`config.mk`:
```
export PLATFORM = sky130hd
export DESIGN_NAME = sym_freq_hist
export DESIGN_NICKNAME = d
export VERILOG_FILES = /design/src/rtl/sym_freq_hist.sv
export SDC_FILE = /design/constraint.sdc
export NUM_CORES = 1
export LEC_CHECK = 0
export BUFFER_PORTS_ARGS = -buffer_cell sky130_fd_sc_hd__clkbuf_2
export CORE_MARGIN = 1
export CORE_UTILIZATION = 40
export DETAILED_ROUTE_END_ITERATION = 8
export PLACE_DENSITY = 0.66
export SETUP_SLACK_MARGIN = 0.2
export SYNTH_ARGS = -nofsm -noshare
export SYNTH_HDL_FRONTEND = slang
export SYNTH_SLANG_ARGS = --single-unit
```
`constraint.sdc`:
```
create_clock -name clk -period 2.4 [get_ports clk]
set_input_delay 0.48 -clock clk [delete_from_list [all_inputs] [get_ports clk]]
set_output_delay 0.48 -clock clk [all_outputs]
set_load 0.1 [all_outputs]
```
`src/rtl/sym_freq_hist.sv`:
```
// sym_freq_hist: per-symbol saturating frequency histogram, dumped as (symbol, count) pairs per block.
// Optional macro FREQ_SKIP_ZERO_EN suppresses zero-count entries from the dump.

module sym_freq_cnt #(
    parameter int CNT_W = 8
) (
    input  logic             clk,
    input  logic             n_rst,
    input  logic             clr,
    input  logic             inc,
    output logic [CNT_W-1:0] cnt,
    output logic             sat
);
    // An increment attempted at all-ones is the saturation event; the count holds.
    assign sat = inc && (cnt == '1);

    always_ff @(posedge clk or negedge n_rst) begin
        if (!n_rst)                   cnt <= '0;
        else if (clr)                 cnt <= '0;
        else if (inc && cnt != '1)    cnt <= cnt + 1'b1;
    end
endmodule

module sym_freq_hist #(
    parameter int SYM_W = 4,
    parameter int CNT_W = 8
) (
    input  logic             clk,
    input  logic             n_rst,
    input  logic             clear,
    input  logic             sym_valid,
    input  logic [SYM_W-1:0] sym_data,
    input  logic             sym_last,
    output logic             sym_ready,
    output logic             out_valid,
    output logic [SYM_W-1:0] out_sym,
    output logic [CNT_W-1:0] out_count,
    output logic             out_last,
    input  logic             out_ready,
    output logic             sat_flag
);
    localparam int NUM_SYM = 2**SYM_W;

    typedef enum logic {COUNT = 1'b0, DUMP = 1'b1} state_t;

    state_t                          state;
    logic [SYM_W-1:0]                idx;
    logic [NUM_SYM-1:0][CNT_W-1:0]   cnt;
    logic [NUM_SYM-1:0]              sat_hit;
    logic                            in_dump, accept, hs, advance, dump_end, cnt_clr;

    assign in_dump   = (state == DUMP);
    assign accept    = !in_dump && sym_valid && !clear;
    assign hs        = out_valid && out_ready;
    assign cnt_clr   = clear || dump_end;
    assign sym_ready = !in_dump;
    assign out_sym   = idx;
    assign out_count = in_dump ? cnt[idx] : '0;

    genvar g;
    generate
        for (g = 0; g < NUM_SYM; g++) begin : g_cnt
            sym_freq_cnt #(.CNT_W(CNT_W)) u_cnt (
                .clk   (clk),
                .n_rst (n_rst),
                .clr   (cnt_clr),
                .inc   (accept && (sym_data == SYM_W'(g))),
                .cnt   (cnt[g]),
                .sat   (sat_hit[g])
            );
        end
    endgenerate

`ifdef FREQ_SKIP_ZERO_EN
    logic [NUM_SYM-1:0] nz;
    logic               more_nz;

    always_comb begin
        more_nz = 1'b0;
        for (int i = 0; i < NUM_SYM; i++) begin
            nz[i] = |cnt[i];
            if (nz[i] && i > int'(idx)) more_nz = 1'b1;
        end
    end

    // Zero entries are stepped over without a handshake; the scan also ends
    // cleanly at the top index if nothing valid remains.
    assign out_valid = in_dump && nz[idx];
    assign out_last  = out_valid && !more_nz;
    assign advance   = !out_valid || out_ready;
    assign dump_end  = in_dump && ((hs && out_last) ||
                                   (!out_valid && idx == SYM_W'(NUM_SYM-1)));
`else
    assign out_valid = in_dump;
    assign out_last  = in_dump && (idx == SYM_W'(NUM_SYM-1));
    assign advance   = hs;
    assign dump_end  = hs && out_last;
`endif

    always_ff @(posedge clk or negedge n_rst) begin
        if (!n_rst) begin
            state    <= COUNT;
            idx      <= '0;
            sat_flag <= 1'b0;
        end else if (clear || dump_end) begin
            state    <= COUNT;
            idx      <= '0;
            sat_flag <= 1'b0;
        end else begin
            if (|sat_hit) sat_flag <= 1'b1;
            if (in_dump) begin
                if (advance) idx <= idx + 1'b1;
            end else if (accept && sym_last) begin
                state <= DUMP;
                idx   <= '0;
            end
        end
    end
endmodule

```
==> results of run 1 <==
[routing by layer]
| layer | wire length (µm) | global-route usage (%) | vias to the layer above | part of all wire, % |
|---|---|---|---|---|
| met5 | 0 | 0 | - | 0 |
| met4 | 1030 | 11.1 | 0 | 4.3 |
| met3 | 2240 | 7.83 | 68 | 9.2 |
| met2 | 11400 | 39.3 | 331 | 47 |
| met1 | 9600 | 31.2 | 3358 | 40 |
| li1 | - | - | 3100 | - |
[stage by stage]
step	power, mW	setup TNS (ns)
after floorplan	2.49	-2.13
after detailed placement	2.63	-0.548
after CTS	5.23	-4.20
after global routing	5.39	-4.76
after global placement	2.63	-0.270
final	5.22	-4.47
[Yosys cell counts, types with 7 or more instances]
library cell,instances,area [µm²]
nand2_1,57,214
mux4_2,40,901
xor2_1,21,184
mux2i_1,7,70.1
a21oi_1,20,100
nor4_1,31,194
dfrtp_1,134,3350
nand3_1,53,265
nand4_1,25,156
nor3b_1,7,52.6
xnor2_1,71,622
inv_1,26,97.6
nor3_1,33,165
nor2_1,113,424
clkbuf_1,28,105
or3_1,10,62.6
ha_1,17,213
and3_1,10,62.6
and2_1,9,56.3
o21ai_0,27,135
[cells by family after synthesis]
kind of cell             synth area share, %
AND/OR/NAND/NOR                         23.8
flip-flops                              41.9
XOR/XNOR                                10.1
AO/OA/AOI/OAI                           6.16
buffers and inverters                   3.14
multiplexers                            12.3
adder cells (fa/ha/maj)                 2.66
[final cells by class]
cell class | count | area, µm² | area share, %
Clock buffer | 18 | 429 | 4.26
Multi-Input combinational cell | 610 | 4580 | 45.5
Tap cell | 265 | 332 | 3.29
Inverter | 26 | 97.6 | 0.969
Sequential cell | 134 | 3370 | 33.4
Clock inverter | 14 | 151 | 1.50
Timing Repair Buffer | 113 | 1120 | 11.1
[registers in the layout (all words and copies together), names as in the netlist]
| signal | cells |
|---|---|
| sat_flag | 1 |
| g_cnt.u_cnt.cnt | 128 |
| out_valid | 1 |
| out_sym | 4 |
[power groups by stage]
| stage | clock [mW] | sequential, mW | combinational (mW) |
|---|---|---|---|
| after floorplan | 0 | 2.33 | 0.164 |
| after global placement | 0 | 2.32 | 0.308 |
| after detailed placement | 0 | 2.32 | 0.309 |
| after CTS | 2.64 | 2.28 | 0.315 |
| after global routing | 2.75 | 2.28 | 0.356 |
| final | 2.60 | 2.28 | 0.331 |
[worst register-to-register path: stages (launching register included)]
cell	delay (ns)
dfrtp_4	0.53
or4b_4	0.60
a211o_4	0.40
nor4_2	0.24
xnor2_1	0.18
nor2_1	0.05
[placed cells by master (no fill, tap or decap), types with 3 or more instances in the layout]
| master | instances |
|---|---|
| dfrtp_1 | 129 |
| o211ai_1 | 4 |
| or3_1 | 10 |
| nor3b_1 | 7 |
| nand2_1 | 57 |
| xor2_1 | 21 |
| o21ai_0 | 27 |
| nand4_1 | 25 |
| or2_2 | 5 |
| nor4_1 | 25 |
| o2111ai_1 | 3 |
| clkbuf_16 | 20 |
| a21o_1 | 4 |
| nand3_1 | 52 |
| dfrtp_4 | 3 |
| inv_6 | 4 |
| and4_1 | 5 |
| clkbuf_2 | 13 |
| buf_12 | 16 |
| mux4_2 | 40 |
| buf_4 | 75 |
| a21oi_1 | 19 |
| xnor2_1 | 71 |
| ha_1 | 16 |
| mux2i_1 | 7 |
| nor2_1 | 113 |
| nor3_1 | 32 |
| and3_1 | 10 |
| clkinvlp_4 | 5 |
| inv_1 | 26 |
| and2_4 | 8 |
| nor4_2 | 5 |
[path summary, 6_finish.rpt]
| check | from | endpoint | slack, ns | depth (start not counted) |
|---|---|---|---|---|
| max reg2reg | out_valid$_DFF_PN0_ | g_cnt[0].u_cnt.cnt[6]$_DFFE_PN0P_ | 0.30 | 5 |
| max in group asynchronous | n_rst | g_cnt[15].u_cnt.cnt[7]$_DFFE_PN0P_ | 1.68 | 2 |
| min | n_rst | g_cnt[4].u_cnt.cnt[2]$_DFFE_PN0P_ | 0.01 | 1 |
| min in group clk | sym_last | out_valid$_DFF_PN0_ | 0.33 | 3 |
| max | out_sym[0]$_DFFE_PN0P_ | out_count[1] | -0.57 | 5 |
| min reg2reg | g_cnt[5].u_cnt.cnt[7]$_DFFE_PN0P_ | g_cnt[5].u_cnt.cnt[7]$_DFFE_PN0P_ | 0.54 | 1 |
[repair_timing]
action                     4_1_cts  5_1_grt
resized for setup                6        9
gates cloned                     2        3
setup endpoints to repair       12       25
pin swaps                        0        4
buffers inserted                 2        1
==> metrics.cfg, run 1 <==
[synth]
synth_seq_cells=134
yosysWarnings=0
synth_area_um2=8010
ys.flop_type=dfrtp_1
syn_avg_cell_area_um2=9.91
synth-edff-count=0
syn_inst=808
yosysUniqueCellTypes=57
synth-async-reset-ratio_pct=100
syn-num-nets=835
yosysSeqAreaShare_pct=41.9

[floorplan]
fp.dieW_um=143
num_rows=51
ios=26
die_h_um=143
start_util_pct=41.0
fp.dieArea_um2=20600
core_area_um2=19500

[clocking]
cts_buffers=17
cts_tree=done
htree_levels=4
worst_setup_hold_path_clk_slew_ns=0.06
clockBufferDepth=2
worst_skew_pair.late_latency_ns=0.42
cts-root-buf=clkbuf_16
ctsHoldBuffers=0
cts_sinks=134

[routing]
drc=0
routed_wl_um=24200
drt_first_pass_iters=5
via_per_inst=5.81
ant_nets=0
drt_iter0_markers=775
routedWlPerCell_um=20.5
via_count=6857

[global_route]
grt_pass1_wl_um=37400
grt_remaining_overflow=0
grt_max_degree=57
first_global_vias=6451
grtUsageTotal_pct=24.9
antenna_found_initial=0

[sta]
finalSetupViolCount=8
layout_min_cycle_time_ns=2.97
slew_violations=0
setup_ws_ns=-0.570
fmaxAchievable_mhz=337
slew_headroom_pct=61.6
fin_crit_sh_pct=124
rsz0062_at_grt=yes
whs_ns=0.0103
worstMarginPinSlew_ns=0.574
hold_viol=0
skew_ns=0.00973

[worst_setup_path]
worstPathMaxFanout=9
cp_data_required_time_ns=1.92
crit_path_start_kind=flip-flop
crit_top_cell=mux4_2
path_cells=clkbuf_16, mux4_2, mux4_2, and2_4, buf_12
cp_num_buf_inv=2
crit_path_max_incr_delay_ns=0.53
worstSetupPathType=flip-flop to output port
end_kind=output port
cp_slowest_cell=dfrtp_4
arrival_ns=2.49
critPathTopFamily=multiplexers

[final_layout]
fin_util_pct=51.6
stdcell_area_um2=10100
layout-drive-gt1-share_pct=24.9
fillers=1734
fin_cells=1180
final_nets=929
areaGrowthSynthToFinish_pct=25.8
num_antenna_cells=0

[power]
comb_power_share_pct=6.3
power.density_nw_per_um2=518
p_leak_nw=3.95
ir_worst_vdd_mv=0.441
switching_share_pct=25.0
p_int_mw=3.91
seq_power_share_pct=43.7
p_switching_mw=1.31
clockPowerShare_pct=49.9

[run_status]
violations=setup timing
status=complete, but fails checks

[place]
io_buffers=25
hpwl_um=17800
placed_area_um2=9290
place.gp.congestion=1.04
dp.cells=1140
post-place-ws_ns=-0.0919

[flow_run]
max-cap-violations=0

[worst_hold_path]
hold_path_class=input pin to async pin

Note: power is estimated with default switching activity, not from simulation.
==> run 2: changes to the inputs <==
REMOVE_ABC_BUFFERS = 1   (was not set)
==> metrics.cfg, run 2 (synthesis results as in run 1) <==
[run_status]
status=complete, but fails checks
violations=hold timing, setup timing

[clocking]
cts_buffers=17  ; unchanged
clockBufferDepth=2  ; unchanged
ctsHoldBuffers=0  ; unchanged
htree_levels=4  ; unchanged
cts_sinks=134  ; unchanged
worst_setup_hold_path_clk_slew_ns=0.06  ; about the same
cts-root-buf=clkbuf_16
worst_skew_pair.late_latency_ns=0.43  ; about the same
cts_tree=done

[place]
placed_area_um2=9330  ; +0.47%
hpwl_um=17700  ; -0.68%
dp.cells=1164  ; +2.1%
io_buffers=25  ; unchanged
place.gp.congestion=1.00  ; -3.7%

[sta]
fmaxAchievable_mhz=338  ; +0.35%
worstMarginPinSlew_ns=0.720  ; +0.146 ns
finalSetupTns_ns=-4.28  ; +0.186 ns
slew_headroom_pct=51.8  ; -9.8 points
fin_crit_sh_pct=123  ; -0.43 points
layout_min_cycle_time_ns=2.96  ; -0.0103 ns
skew_ns=0.00966  ; -0.0000661 ns
finalSetupViolCount=8  ; unchanged
rsz0062_at_grt=yes
setup_ws_ns=-0.560  ; +0.0103 ns
slew_violations=0  ; unchanged
whs_ns=-0.00192  ; -0.0122 ns
hold_viol=2  ; +2

[power]
ir_worst_vdd_mv=0.375  ; -15%
p_leak_nw=4.11  ; +3.9%
power.density_nw_per_um2=531  ; +2.6%
power.total_mw=5.44  ; +4.3%

[final_layout]
stdcell_area_um2=10200  ; +1.7%
fin_util_pct=52.5  ; +0.87 points
largest_reg_flops=128  ; unchanged
fin_cells=1207  ; +2.3%
layout-drive-gt1-share_pct=26.9  ; +1.9 points
layout_common_cells=dfrtp_1, nor2_1, buf_4
areaGrowthSynthToFinish_pct=28.0
regMostFlops=g_cnt.u_cnt.cnt
num_antenna_cells=0  ; unchanged
layout_commonest_cell=dfrtp_1
final_nets=957  ; +3.0%

[floorplan]
fp.dieW_um=143  ; unchanged
core_area_um2=19500  ; unchanged
die_h_um=143  ; unchanged
start_util_pct=41.0  ; unchanged
fp.dieArea_um2=20600  ; unchanged
ios=26  ; unchanged
num_rows=51  ; unchanged

[global_route]
antenna_found_initial=0  ; unchanged
grtUsageTotal_pct=24.5  ; -0.44 points
grt_max_degree=52  ; -8.8%
grt_remaining_overflow=0  ; unchanged
first_global_vias=6433  ; -0.28%
grt_pass1_wl_um=36700  ; -2.0%

[routing]
routedWlPerCell_um=20.0  ; -2.4%
drt_first_pass_iters=5  ; unchanged
ant_nets=0  ; unchanged
via_count=6883  ; +0.38%
via_per_inst=5.70  ; -1.9%
routed_wl_um=24200  ; -0.17%
drt_iter0_markers=589  ; -24%
drc=0  ; unchanged

[worst_setup_path]
cp_data_required_time_ns=1.92  ; about the same
cp_slowest_cell=mux4_2
reg2reg_depth=11  ; +6
worstPathMaxFanout=5  ; -4
path_cells=buf_6, buf_12, mux4_2, mux4_2, and2_4, buf_12
crit_path_max_incr_delay_ns=0.53  ; about the same
crit_path_start_kind=flip-flop
arrival_ns=2.48  ; about the same
end_kind=output port
worstSetupPathType=flip-flop to output port

[flow_run]
max-cap-violations=0  ; unchanged

[worst_hold_path]
hold_path_class=input pin to async pin

[run 2: cell types whose count changed in the layout (fill, tap and decap cells not counted), moves of 3 or more]
cell	delta
nor4_2	+4
buf_4	+24
nor4_1	-3
buf_6	+7
dfrtp_1	+3
dfrtp_4	-3
inv_6	-4
[run 2: cell type report]
cell class                      instances  area, µm²
Sequential cell                       134       3360
Clock inverter                         12        178
Tap cell                              265        332
Timing Repair Buffer                  140       1300
Clock buffer                           19        453
Multi-Input combinational cell        611       4530
Inverter                               26       97.6
Fill cell                            1695       9280
[run 2: repair_timing]
item	4_1_cts	5_1_grt
setup buffers	5	4
pin swaps	3	4
cloned	1	2
setup endpoints to repair	37	82
gates resized for setup	26	17
[run 2: critical path, delay by kind of cell, from the launching register on]
family                 cells  cell delay (ns)
buffers and inverters      3             0.39
DFF                        1             0.42
muxes                      2             1.05
and+or+nand+nor            1             0.19
[run 2: metal layers]
metal,vias up,part of all wire [%],track usage (%)
li1,3173,-,-
met1,3362,42,31.7
met2,288,46,37.8
met3,60,8.4,6.13
met4,0,4.0,12.7
met5,-,0,0
[run 2: worst paths after layout]
check / to / slack, ns / from
min in group clk: out_valid$_DFF_PN0_ / 0.34 / sym_last
worst min-delay path: g_cnt[9].u_cnt.cnt[7]$_DFFE_PN0P_ / -0.002 / n_rst
worst min register to register: g_cnt[3].u_cnt.cnt[7]$_DFFE_PN0P_ / 0.54 / g_cnt[3].u_cnt.cnt[7]$_DFFE_PN0P_
worst max-delay path: out_count[0] / -0.56 / out_sym[0]$_DFFE_PN0P_
max in group asynchronous: g_cnt[15].u_cnt.cnt[0]$_DFFE_PN0P_ / 1.75 / n_rst
worst max register to register: out_sym[3]$_DFFE_PN0P_ / 0.24 / out_sym[0]$_DFFE_PN0P_
[run 2: power breakdown]
part | switching, mW | internal, mW
Clock | 1.03 | 1.78
Sequential | 0.0102 | 2.27
Combinational | 0.233 | 0.121
[run 2: stage by stage]
step | setup slack [ns] | hold WS (ns)
3_5_place_dp | -0.114 | 0.480
2_1_floorplan | -3.32 | 0.184
5_1_grt | -0.591 | 0.0298
3_3_place_gp | -0.0777 | 0.483
4_1_cts | -0.545 | 0.0181
6_report | -0.560 | -0.00192
==> run 3: changes to the inputs <==
CORE_ASPECT_RATIO = 1.1   (was not set)
GPL_TIMING_DRIVEN = 0   (was not set)
RECOVER_POWER = 100   (was not set)
==> metrics.cfg, run 3 (synthesis results as in run 1) <==
[global_route]
grt_busiest_layer=met2
gr-usage-met2_pct=36.0  ; -1.8 points
grt_pass1_wl_um=35200  ; -4.0%
grtUsageMet3_pct=5.99  ; -0.14 points
grtUsageTotal_pct=23.4  ; -1.1 points
antenna_found_initial=0  ; unchanged
grt_remaining_overflow=0  ; unchanged
met1_usage_pct=30.8  ; -0.92 points
grt_max_degree=85  ; +63%
first_global_vias=6379  ; -0.84%

[sta]
finalSetupViolCount=94  ; +86
skew_ns=0.0107  ; +0.00102 ns
slew_headroom_pct=11.1  ; -41 points
layout_min_cycle_time_ns=3.10  ; +0.137 ns
fin_crit_sh_pct=129  ; +5.7 points
worstMarginPinSlew_ns=1.33  ; +0.614 ns
finalSetupTns_ns=-10.04  ; -5.76 ns
rsz0062_at_grt=yes
hold_viol=0  ; -2
slew_violations=0  ; unchanged
fmaxAchievable_mhz=323  ; -4.4%
setup_ws_ns=-0.696  ; -0.137 ns

[final_layout]
layout_common_cells=dfrtp_1, xnor2_1, nor2_4
final_nets=889  ; -7.1%
fillers=1605  ; -5.3%
regMostFlops=g_cnt.u_cnt.cnt
num_antenna_cells=0  ; unchanged
largest_reg_flops=128  ; unchanged
stdcell_area_um2=10600  ; +3.8%
areaGrowthSynthToFinish_pct=32.9
layout_commonest_cell=dfrtp_1
fin_cells=1122  ; -7.0%
layout-drive-gt1-share_pct=30.9  ; +4.0 points

[worst_setup_path]
end_kind=output port
crit_path_start_kind=flip-flop
crit_path_max_incr_delay_ns=0.54  ; about the same
cp_data_required_time_ns=1.92  ; about the same
arrival_ns=2.62  ; +0.14 ns
crit_path_start=out_sym[0]$_DFFE_PN0P_
cp_slowest_cell=mux4_2
worstSetupPathType=flip-flop to output port
worstPathMaxFanout=7  ; +2
timing.rr.start=out_sym[0]$_DFFE_PN0P_
crit_top_cell=mux4_2
path_cells=buf_12, buf_16, mux4_2, mux4_2, and2_4, clkbuf_16

[routing]
drt_iter0_markers=688  ; +17%
routedWlPerCell_um=21.8  ; +8.6%
ant_nets=0  ; unchanged
drc=0  ; unchanged
routed_wl_um=24400  ; +0.93%
via_count=6841  ; -0.61%
via_per_inst=6.10  ; +6.9%
drt_first_pass_iters=5  ; unchanged

[floorplan]
start_util_pct=41.3  ; +0.34 points
core_area_um2=19400  ; -0.83%
ios=26  ; unchanged
fp.dieW_um=137  ; -4.6%
die_h_um=150  ; +4.8%
fp.dieArea_um2=20600  ; about the same
num_rows=53  ; +3.9%

[clocking]
worst_skew_pair.late_latency_ns=0.43  ; about the same
cts-root-buf=clkbuf_16
worst_setup_hold_path_clk_slew_ns=0.06  ; about the same
ctsHoldBuffers=0  ; unchanged
cts_tree=done
cts_buffers=17  ; unchanged
htree_levels=4  ; unchanged
cts_sinks=134  ; unchanged
clockBufferDepth=2  ; unchanged

[place]
placed_area_um2=8380  ; -10%
hpwl_um=13700  ; -22%
place.gp.congestion=0.863  ; -14%
dp.cells=1045  ; -10%
io_buffers=25  ; unchanged

[worst_hold_path]
hold_path_class=input pin to flip-flop
hp-start=sym_last

[run_status]
status=complete, but fails checks
violations=setup timing

[flow_run]
max-cap-violations=0  ; unchanged

[power]
power.density_nw_per_um2=518  ; -2.4%
p_leak_nw=3.88  ; -5.6%
ir_worst_vdd_mv=0.517  ; +38%

-- run 3: cell count changes in the layout (fill, tap and decap cells not counted), sizes merged --
cell,before,now
clkbuf,33,52
buf,126,38
clkinv,4,9
clkinvlp,4,1
-- run 3: area by class of cell --
| cell class | instances | area [µm²] | area share, % |
|---|---|---|---|
| sequential | 134 | 3370 | 31.6 |
| clock inverter | 14 | 184 | 1.73 |
| tap | 247 | 309 | 2.91 |
| timing repair buffer | 72 | 1130 | 10.6 |
| clock buffer | 18 | 429 | 4.03 |
| multi-input combinational | 611 | 5120 | 48.1 |
| inverter | 26 | 97.6 | 0.918 |
-- run 3: stage by stage --
stage / worst slack (ns) / power, mW / util [%] / hold slack [ns]
floorplan: -3.32 / 2.45 / - / 0.184
global placement: -3.73 / 2.56 / 42.8 / 0.496
detailed placement: -0.683 / 2.58 / 43.3 / 0.468
CTS: -0.670 / 5.44 / 51.9 / 0.0169
global route: -0.718 / 5.63 / 54.9 / 0.350
finish: -0.696 / 5.51 / 54.9 / 0.318
-- run 3: layer usage --
layer | wire [µm] | share of wire, % | vias to the layer above
met5 | 0 | 0 | -
met4 | 956 | 3.9 | 0
met3 | 1790 | 7.3 | 68
met2 | 11600 | 47 | 311
met1 | 10100 | 41 | 3428
li1 | - | - | 3034
-- run 3: path summary, 6_finish.rpt --
| check | end | slack, ns | cells past startpoint |
|---|---|---|---|
| max | out_count[0] | -0.70 | 6 |
| max reg2reg | g_cnt[0].u_cnt.cnt[6]$_DFFE_PN0P_ | -0.09 | 11 |
| min | out_valid$_DFF_PN0_ | 0.32 | 3 |
| max in group asynchronous | g_cnt[2].u_cnt.cnt[6]$_DFFE_PN0P_ | 0.31 | 2 |
| min reg2reg | g_cnt[5].u_cnt.cnt[7]$_DFFE_PN0P_ | 0.53 | 1 |
| min in group asynchronous | g_cnt[10].u_cnt.cnt[0]$_DFFE_PN0P_ | 0.33 | 1 |
-- run 3: worst max-delay path: cells and delay by family (launching register included) --
kind / cells / cell delay [ns]
buffers and inverters: 3 / 0.49
and+or+nand+nor: 1 / 0.20
DFF: 1 / 0.51
muxes: 2 / 0.98
-- run 3: power breakdown --
group | switching (mW) | internal, mW | total [mW]
sequential | 0.0151 | 2.27 | 2.28
combinational | 0.296 | 0.170 | 0.466
clock | 1.04 | 1.73 | 2.76
total | 1.35 | 4.17 | 5.51
-- run 3: repair_timing --
| item | 4_1_cts | 5_1_grt |
|---|---|---|
| endpoints found under the setup margin | 143 | 125 |
| hold endpoints to repair | 0 | 0 |
| cloned | 9 | 10 |
| resized for setup | 146 | 104 |
| pin swaps | 26 | 5 |
| buffers inserted | 17 | 9 |
